## config.mk

```make
export PLATFORM = sky130hd
export DESIGN_NAME = barrel_shifter_pipe_flat
export DESIGN_NICKNAME = d
export VERILOG_FILES = /design/src/rtl/barrel_shifter_pipe_if.sv /design/src/rtl/barrel_shifter_pipe.sv /design/src/flat_wrapper.sv
export SDC_FILE = /design/constraint.sdc
export NUM_CORES = 1
export LEC_CHECK = 0
export BUFFER_PORTS_ARGS = -buffer_cell sky130_fd_sc_hd__clkbuf_2
export CAP_MARGIN = 20
export CORE_MARGIN = 1
export CORE_UTILIZATION = 50
export DETAILED_ROUTE_END_ITERATION = 12
export MAX_ROUTING_LAYER = met4
export PLACE_DENSITY = 0.78
export SYNTH_ARGS = -nofsm -noshare
export SYNTH_HDL_FRONTEND = slang
export SYNTH_SLANG_ARGS = --single-unit
```

## constraint.sdc

```tcl
create_clock -name clk -period 2.1 [get_ports clk]
set_clock_uncertainty 0.05 [all_clocks]
set_input_delay 0.42 -clock clk [delete_from_list [all_inputs] [get_ports clk]]
set_output_delay 0.42 -clock clk [all_outputs]
set_load 0.02 [all_outputs]
```

## src/rtl/barrel_shifter_pipe_if.sv

```systemverilog
// Handshake/data bundle for barrel_shifter_pipe: operand channel in, result channel out.
// WIDTH must match the shifter instance; SHW follows from it.
interface barrel_shifter_pipe_if #(
    parameter int unsigned WIDTH = 8
);
    localparam int unsigned SHW = $clog2(WIDTH);

    logic             in_valid;
    logic             in_ready;
    logic [WIDTH-1:0] in_data;
    logic [SHW-1:0]   in_amt;
    logic [1:0]       in_mode;
    logic             out_valid;
    logic             out_ready;
    logic [WIDTH-1:0] out_data;

    modport master (
        output in_valid, in_data, in_amt, in_mode, out_ready,
        input  in_ready, out_valid, out_data
    );

    modport slave (
        input  in_valid, in_data, in_amt, in_mode, out_ready,
        output in_ready, out_valid, out_data
    );
endinterface

```

## src/rtl/barrel_shifter_pipe.sv

```systemverilog
// Pipelined log-stage barrel shifter (SRL/SLL/SRA, optional ROR) with valid/ready flow control.
// Define BARREL_SHIFTER_PIPE_ROTATE_EN to build the ROR mode; otherwise mode 11 decodes as SRL.
module barrel_shifter_pipe #(
    parameter int unsigned WIDTH = 8
) (
    input  logic                  clk,
    input  logic                  rst_n,
    barrel_shifter_pipe_if.slave  bus
);
    localparam int unsigned SHW = $clog2(WIDTH);

    // Stage registers; index 0 is the first stage (handles amt bit SHW-1).
    logic [SHW-1:0]   vld_q;
    logic [WIDTH-1:0] data_q [SHW];
    logic [SHW-1:0]   amt_q  [SHW];
    logic [1:0]       mode_q [SHW];

    logic [SHW-1:0]   adv;
    logic             go;
    logic [SHW-1:0]   src_vld;
    logic [WIDTH-1:0] src_data [SHW];
    logic [SHW-1:0]   src_amt  [SHW];
    logic [1:0]       src_mode [SHW];
    logic [WIDTH-1:0] shf_data [SHW];
    logic [SHW-1:0]   nxt_amt  [SHW];

    function automatic logic [WIDTH-1:0] stage_shift(input logic [WIDTH-1:0] d,
                                                     input logic [1:0] mode,
                                                     input int unsigned sh);
        logic [WIDTH-1:0] r;
        case (mode)
            2'b01:   r = d << sh;
            // Once SRA has shifted, the MSB already holds the original sign bit.
            2'b10:   r = $unsigned($signed(d) >>> sh);
`ifdef BARREL_SHIFTER_PIPE_ROTATE_EN
            2'b11:   r = (d >> sh) | (d << (WIDTH - sh));
`endif
            default: r = d >> sh;
        endcase
        return r;
    endfunction

    // Ready chain: a stage moves if it or any stage downstream has a hole, or the sink pops.
    always_comb begin
        adv = '0;
        go  = bus.out_ready;
        for (int i = SHW - 1; i >= 0; i--) begin
            go     = go | ~vld_q[i];
            adv[i] = go;
        end
    end

    always_comb begin
        src_vld     = '0;
        src_vld[0]  = bus.in_valid;
        src_data[0] = bus.in_data;
        src_amt[0]  = bus.in_amt;
        src_mode[0] = bus.in_mode;
        for (int i = 1; i < SHW; i++) begin
            src_vld[i]  = vld_q[i-1];
            src_data[i] = data_q[i-1];
            src_amt[i]  = amt_q[i-1];
            src_mode[i] = mode_q[i-1];
        end
        for (int i = 0; i < SHW; i++) begin
            shf_data[i] = src_data[i];
            if (src_amt[i][SHW-1-i]) begin
                shf_data[i] = stage_shift(src_data[i], src_mode[i], 1 << (SHW - 1 - i));
            end
            nxt_amt[i]           = src_amt[i];
            nxt_amt[i][SHW-1-i]  = 1'b0;
        end
    end

    always_ff @(posedge clk or negedge rst_n) begin
        if (!rst_n) begin
            vld_q <= '0;
            for (int i = 0; i < SHW; i++) begin
                data_q[i] <= '0;
                amt_q[i]  <= '0;
                mode_q[i] <= '0;
            end
        end else begin
            for (int i = 0; i < SHW; i++) begin
                if (adv[i]) begin
                    vld_q[i] <= src_vld[i];
                    if (src_vld[i]) begin
                        data_q[i] <= shf_data[i];
                        amt_q[i]  <= nxt_amt[i];
                        mode_q[i] <= src_mode[i];
                    end
                end
            end
        end
    end

    assign bus.in_ready  = adv[0];
    assign bus.out_valid = vld_q[SHW-1];
    assign bus.out_data  = data_q[SHW-1];
endmodule

```

## src/flat_wrapper.sv

```systemverilog
// flat-port wrapper written by rule: the top's interface ports become plain ports
module barrel_shifter_pipe_flat 
#(
    parameter int unsigned WIDTH = 8
)
  (clk, rst_n, bus_in_valid, bus_in_data, bus_in_amt, bus_in_mode, bus_out_ready, bus_in_ready, bus_out_valid, bus_out_data);
  barrel_shifter_pipe_if #(.WIDTH(WIDTH)) bus_i ();
  input  logic clk;
  input  logic rst_n;
  input wire logic [$bits(bus_i.in_valid)-1:0] bus_in_valid;
  input wire logic [$bits(bus_i.in_data)-1:0] bus_in_data;
  input wire logic [$bits(bus_i.in_amt)-1:0] bus_in_amt;
  input wire logic [$bits(bus_i.in_mode)-1:0] bus_in_mode;
  input wire logic [$bits(bus_i.out_ready)-1:0] bus_out_ready;
  output wire logic [$bits(bus_i.in_ready)-1:0] bus_in_ready;
  output wire logic [$bits(bus_i.out_valid)-1:0] bus_out_valid;
  output wire logic [$bits(bus_i.out_data)-1:0] bus_out_data;
  assign bus_i.in_valid = bus_in_valid;
  assign bus_i.in_data = bus_in_data;
  assign bus_i.in_amt = bus_in_amt;
  assign bus_i.in_mode = bus_in_mode;
  assign bus_i.out_ready = bus_out_ready;
  assign bus_in_ready = bus_i.in_ready;
  assign bus_out_valid = bus_i.out_valid;
  assign bus_out_data = bus_i.out_data;
  barrel_shifter_pipe #(.WIDTH(WIDTH)) u_core (.clk(clk), .rst_n(rst_n), .bus(bus_i));
endmodule
```

==> impl_metrics.py <==
metrics = {
    "floorplanning": {
        "io_pins": 27,
        "dieArea_mm2": 0.003995,
        "die_y_um": 63.21,
        "start_util": 0.5400,
        "fp-row-count": 21,
        "chipWidth_um": 63.21,
        "core_mm2": 0.003468,
    },
    "timing": {
        "fin_crit_ns": 1.773,
        "rsz0062_at_grt": "no",
        "fmax_ghz": 0.5639,
        "hold_violations": 0,
        "setup_viol": 0,
        "slew_viol_final": 0,
        "holdWs_ns": 0.1614,
        "slew-limit-headroom": 0.4625,
        "finalCritPeriodShare": 0.8444,
        "tns_ns": 0,
        "tightest_slew_ns": 0.8062,
    },
    "setup_path": {
        "crit_path_max_incr_delay_ns": 0.59,
        "crit_path_max_fanout": 14,
        "path_cells": "nand4b_1 > clkbuf_2",
        "arrival_ns": 1.30,
        "r2r_cells": 5,
        "critPathLaunchType": "register",
        "critical_path_class": "reg2out",
        "cp-end-kind": "primary output",
        "cp.required_ns": 1.63,
        "crit_path_top_delay_cell": "dfrtp_1",
    },
    "cts": {
        "cts.path.max_buffers": 2,
        "cts-hold-fix-buffers": 0,
        "path_clk_slew_ns": 0.07,
        "cts_tree": "yes",
        "clock_latency_ns": 0.29,
        "cts-buffers-inserted": 5,
        "cts_resized": 0,
        "post_cts_buffers": 0,
        "cts_root_buf": "clkbuf_8",
        "htree_levels": 2,
        "clock-sinks": 34,
    },
    "layout": {
        "finalNonFillerCells": 240,
        "final_cell_area_mm2": 0.002058,
        "antenna_cells": 0,
        "final_nets": 216,
        "multiInputGateArea_um2": 872.1,
        "syn_to_final_growth_pct": 9.886,
        "regArea_um2": 850.8,
        "layout-drive-gt1-share": 0.2577,
        "fill_cells": 320,
    },
    "drt": {
        "avgRoutedWirePerCell_um": 15.13,
        "drt-pass1-iter-count": 4,
        "via_per_inst": 5.888,
        "ant_nets": 0,
        "wl_um": 3630,
        "drt_iter0_drc": 63,
        "drc_errors": 0,
        "vias": 1413,
    },
    "power": {
        "p_switching_mw": 0.7320,
        "p_int_mw": 1.372,
        "clock_power_share": 0.233,
        "total_power_mw": 2.104,
        "power_density_mw_per_mm2": 1022,
        "power_leakage_nw": 0.9192,
        "irDropWorstVdd_mv": 0.4505,
        "seq_power_share": 0.459,
        "pwr-share-comb": 0.308,
        "sw_frac_of_total": 0.3480,
    },
    "synth": {
        "synthDistinctLibCells": 38,
        "netlist_area_mm2": 0.001873,
        "syn_area_per_cell_um2": 10.76,
        "netlist_top_cells_area": "dfrtp_1 45%, mux2_2 7.2%, ha_1 4.0%, o2bb2ai_1 3.7%, buf_4 3.2%",
        "synth_top_area_frac": 0.4542,
        "synth_top_area_cell": "dfrtp_1",
        "yosysWarnings": 0,
        "ys_seq_elements": 34,
        "ys.flop_type": "dfrtp_1",
        "async_reset_ff_frac": 1.000,
        "synthCells": 174,
        "synth_edf_count": 0,
        "synth_fp_nets": 197,
        "yosysSeqAreaShare": 0.4542,
    },
    "flow_run": {
        "cap_violations": 0,
    },
    "grt": {
        "gr-total-overflow": 0,
        "grt_pass1_wl_um": 6465,
        "grt_pass1_vias": 1400,
        "grt_antenna_before_repair": 0,
        "grt_use_total": 0.2174,
        "grt_util_met3": 0.06522,
        "grt_use_met2": 0.3696,
        "met1_usage": 0.2340,
        "top_usage_layer": "met2",
        "grt_max_degree": 35,
    },
    "worst_hold_path": {
        "hp-class": "in2async",
    },
    "placement": {
        "placed_area_mm2": 0.001967,
        "placedCellCount": 232,
        "port_buffers": 26,
        "routabilityCongestion": 0.8425,
        "dp_hpwl_um": 2727,
    },
    "status": {
        "status": "complete, no violations",
    },
}
worst max-delay path, delay by kind of cell (launching register included):
kind	cells	cell delay [ns]
buffers and inverters	1	0.21
AND/OR/NAND/NOR	1	0.22
flip-flops	1	0.59
power groups by stage:
| stage | combinational, mW | sequential (mW) | clock (mW) |
|---|---|---|---|
| 6_report | 0.647 | 0.966 | 0.491 |
| 2_1_floorplan | 0.600 | 0.912 | 0 |
| 3_3_place_gp | 0.633 | 0.964 | 0 |
| 4_1_cts | 0.651 | 0.964 | 0.514 |
| 5_1_grt | 0.720 | 0.989 | 0.547 |
| 3_5_place_dp | 0.649 | 0.975 | 0 |
registers in the layout (all words and copies together), names as in the netlist:
| signal | flops |
|---|---|
| u_core.vld_q | 3 |
| u_core.amt_q | 3 |
| u_core.bus.out_data | 8 |
| u_core.data_q | 16 |
| u_core.mode_q | 4 |
worst paths after layout:
path,start,slack [ns],endpoint
setup reg to reg,u_core.mode_q[2]$_DFFE_PN0P_,0.39,u_core.bus.out_data[1]$_DFFE_PN0P_
setup / recovery,u_core.vld_q[1]$_DFFE_PN0P_,0.33,bus_in_ready
min in group clk,bus_in_valid,0.30,u_core.vld_q[0]$_DFFE_PN0P_
hold reg to reg,u_core.bus.out_data[3]$_DFFE_PN0P_,0.44,u_core.bus.out_data[3]$_DFFE_PN0P_
max in group asynchronous,rst_n,1.33,u_core.data_q[16]$_DFFE_PN0P_
hold / removal,rst_n,0.16,u_core.bus.out_data[7]$_DFFE_PN0P_
Yosys cell counts (3+ instances only):
cell type and n:
dfrtp_1 34, mux2_2 12, inv_1 11, a21oi_1 9, buf_4 8, o2bb2ai_1 8, nand2b_1 7, o211ai_1 7
ha_1 6, nand3_1 6, a22o_1 5, nand2_1 5, o21ai_0 5, a221oi_1 4, a22oi_1 4, nor2b_1 4
o21a_1 4, a31oi_1 3, and2_1 3, clkbuf_1 3
placed cells by master (no fill, tap or decap):
cell	netlist	layout
dfrtp_1	34	34
clkbuf_2	1	26
mux2_2	12	12
inv_1	11	11
a21oi_1	9	9
o2bb2ai_1	8	8
nand2b_1	7	7
o211ai_1	7	7
nand3_1	6	6
ha_1	6	6
clkbuf_8	0	6
a22o_1	5	5
o21ai_0	5	5
nand2_1	5	5
o21a_1	4	4
nor2b_1	4	4
a221oi_1	4	4
a22oi_1	4	4
and2_1	3	3
a31oi_1	3	3
mux2i_1	2	2
a41oi_1	2	2
a2bb2oi_1	2	2
a222oi_1	2	2
a211oi_1	2	2
o22ai_1	2	2
buf_4	8	2
nand4b_1	1	1
nand2_2	1	1
nand3b_1	1	1
a32oi_1	1	1
or2_2	1	1
o221ai_1	1	1
nor2_1	1	1
o31ai_1	1	1
mux2_4	1	1
clkbuf_1	3	1
clkinv_2	0	1
per-stage QoR:
step                  util  setup WS (ns)
finish              0.5934         0.3267
global route        0.5934         0.2155
CTS                 0.5934         0.3092
detailed placement  0.5671         0.3531
global placement    0.5671         0.3890
floorplan                -         0.4428
routing by layer:
layer | vias up | wire, µm
met5 | - | 0
met4 | 0 | 65
li1 | 692 | -
met1 | 673 | 1510
met2 | 43 | 1884
met3 | 5 | 169
layout make-up:
cell class              instances  area share
clock inverters                 1    0.002432
clock buffers                   7     0.04195
inverters                      11     0.02006
well taps                      46     0.02796
repair buffers                 28     0.07052
multi-input cells             113      0.4237
flip-flops and latches         34      0.4134
logic make-up (layout without fill, tap and decap cells):
| family | count (synthesis) | count (layout) | synth area share |
|---|---|---|---|
| multiplexers | 15 | 15 | 0.09085 |
| buffers and inverters | 27 | 47 | 0.08016 |
| flip-flops | 34 | 34 | 0.4542 |
| adder cells (fa/ha/maj) | 6 | 6 | 0.04008 |
| AO/OA/AOI/OAI | 62 | 62 | 0.2445 |
| AND/OR/NAND/NOR | 30 | 30 | 0.09018 |
Note: power is estimated with default switching activity, not from simulation.
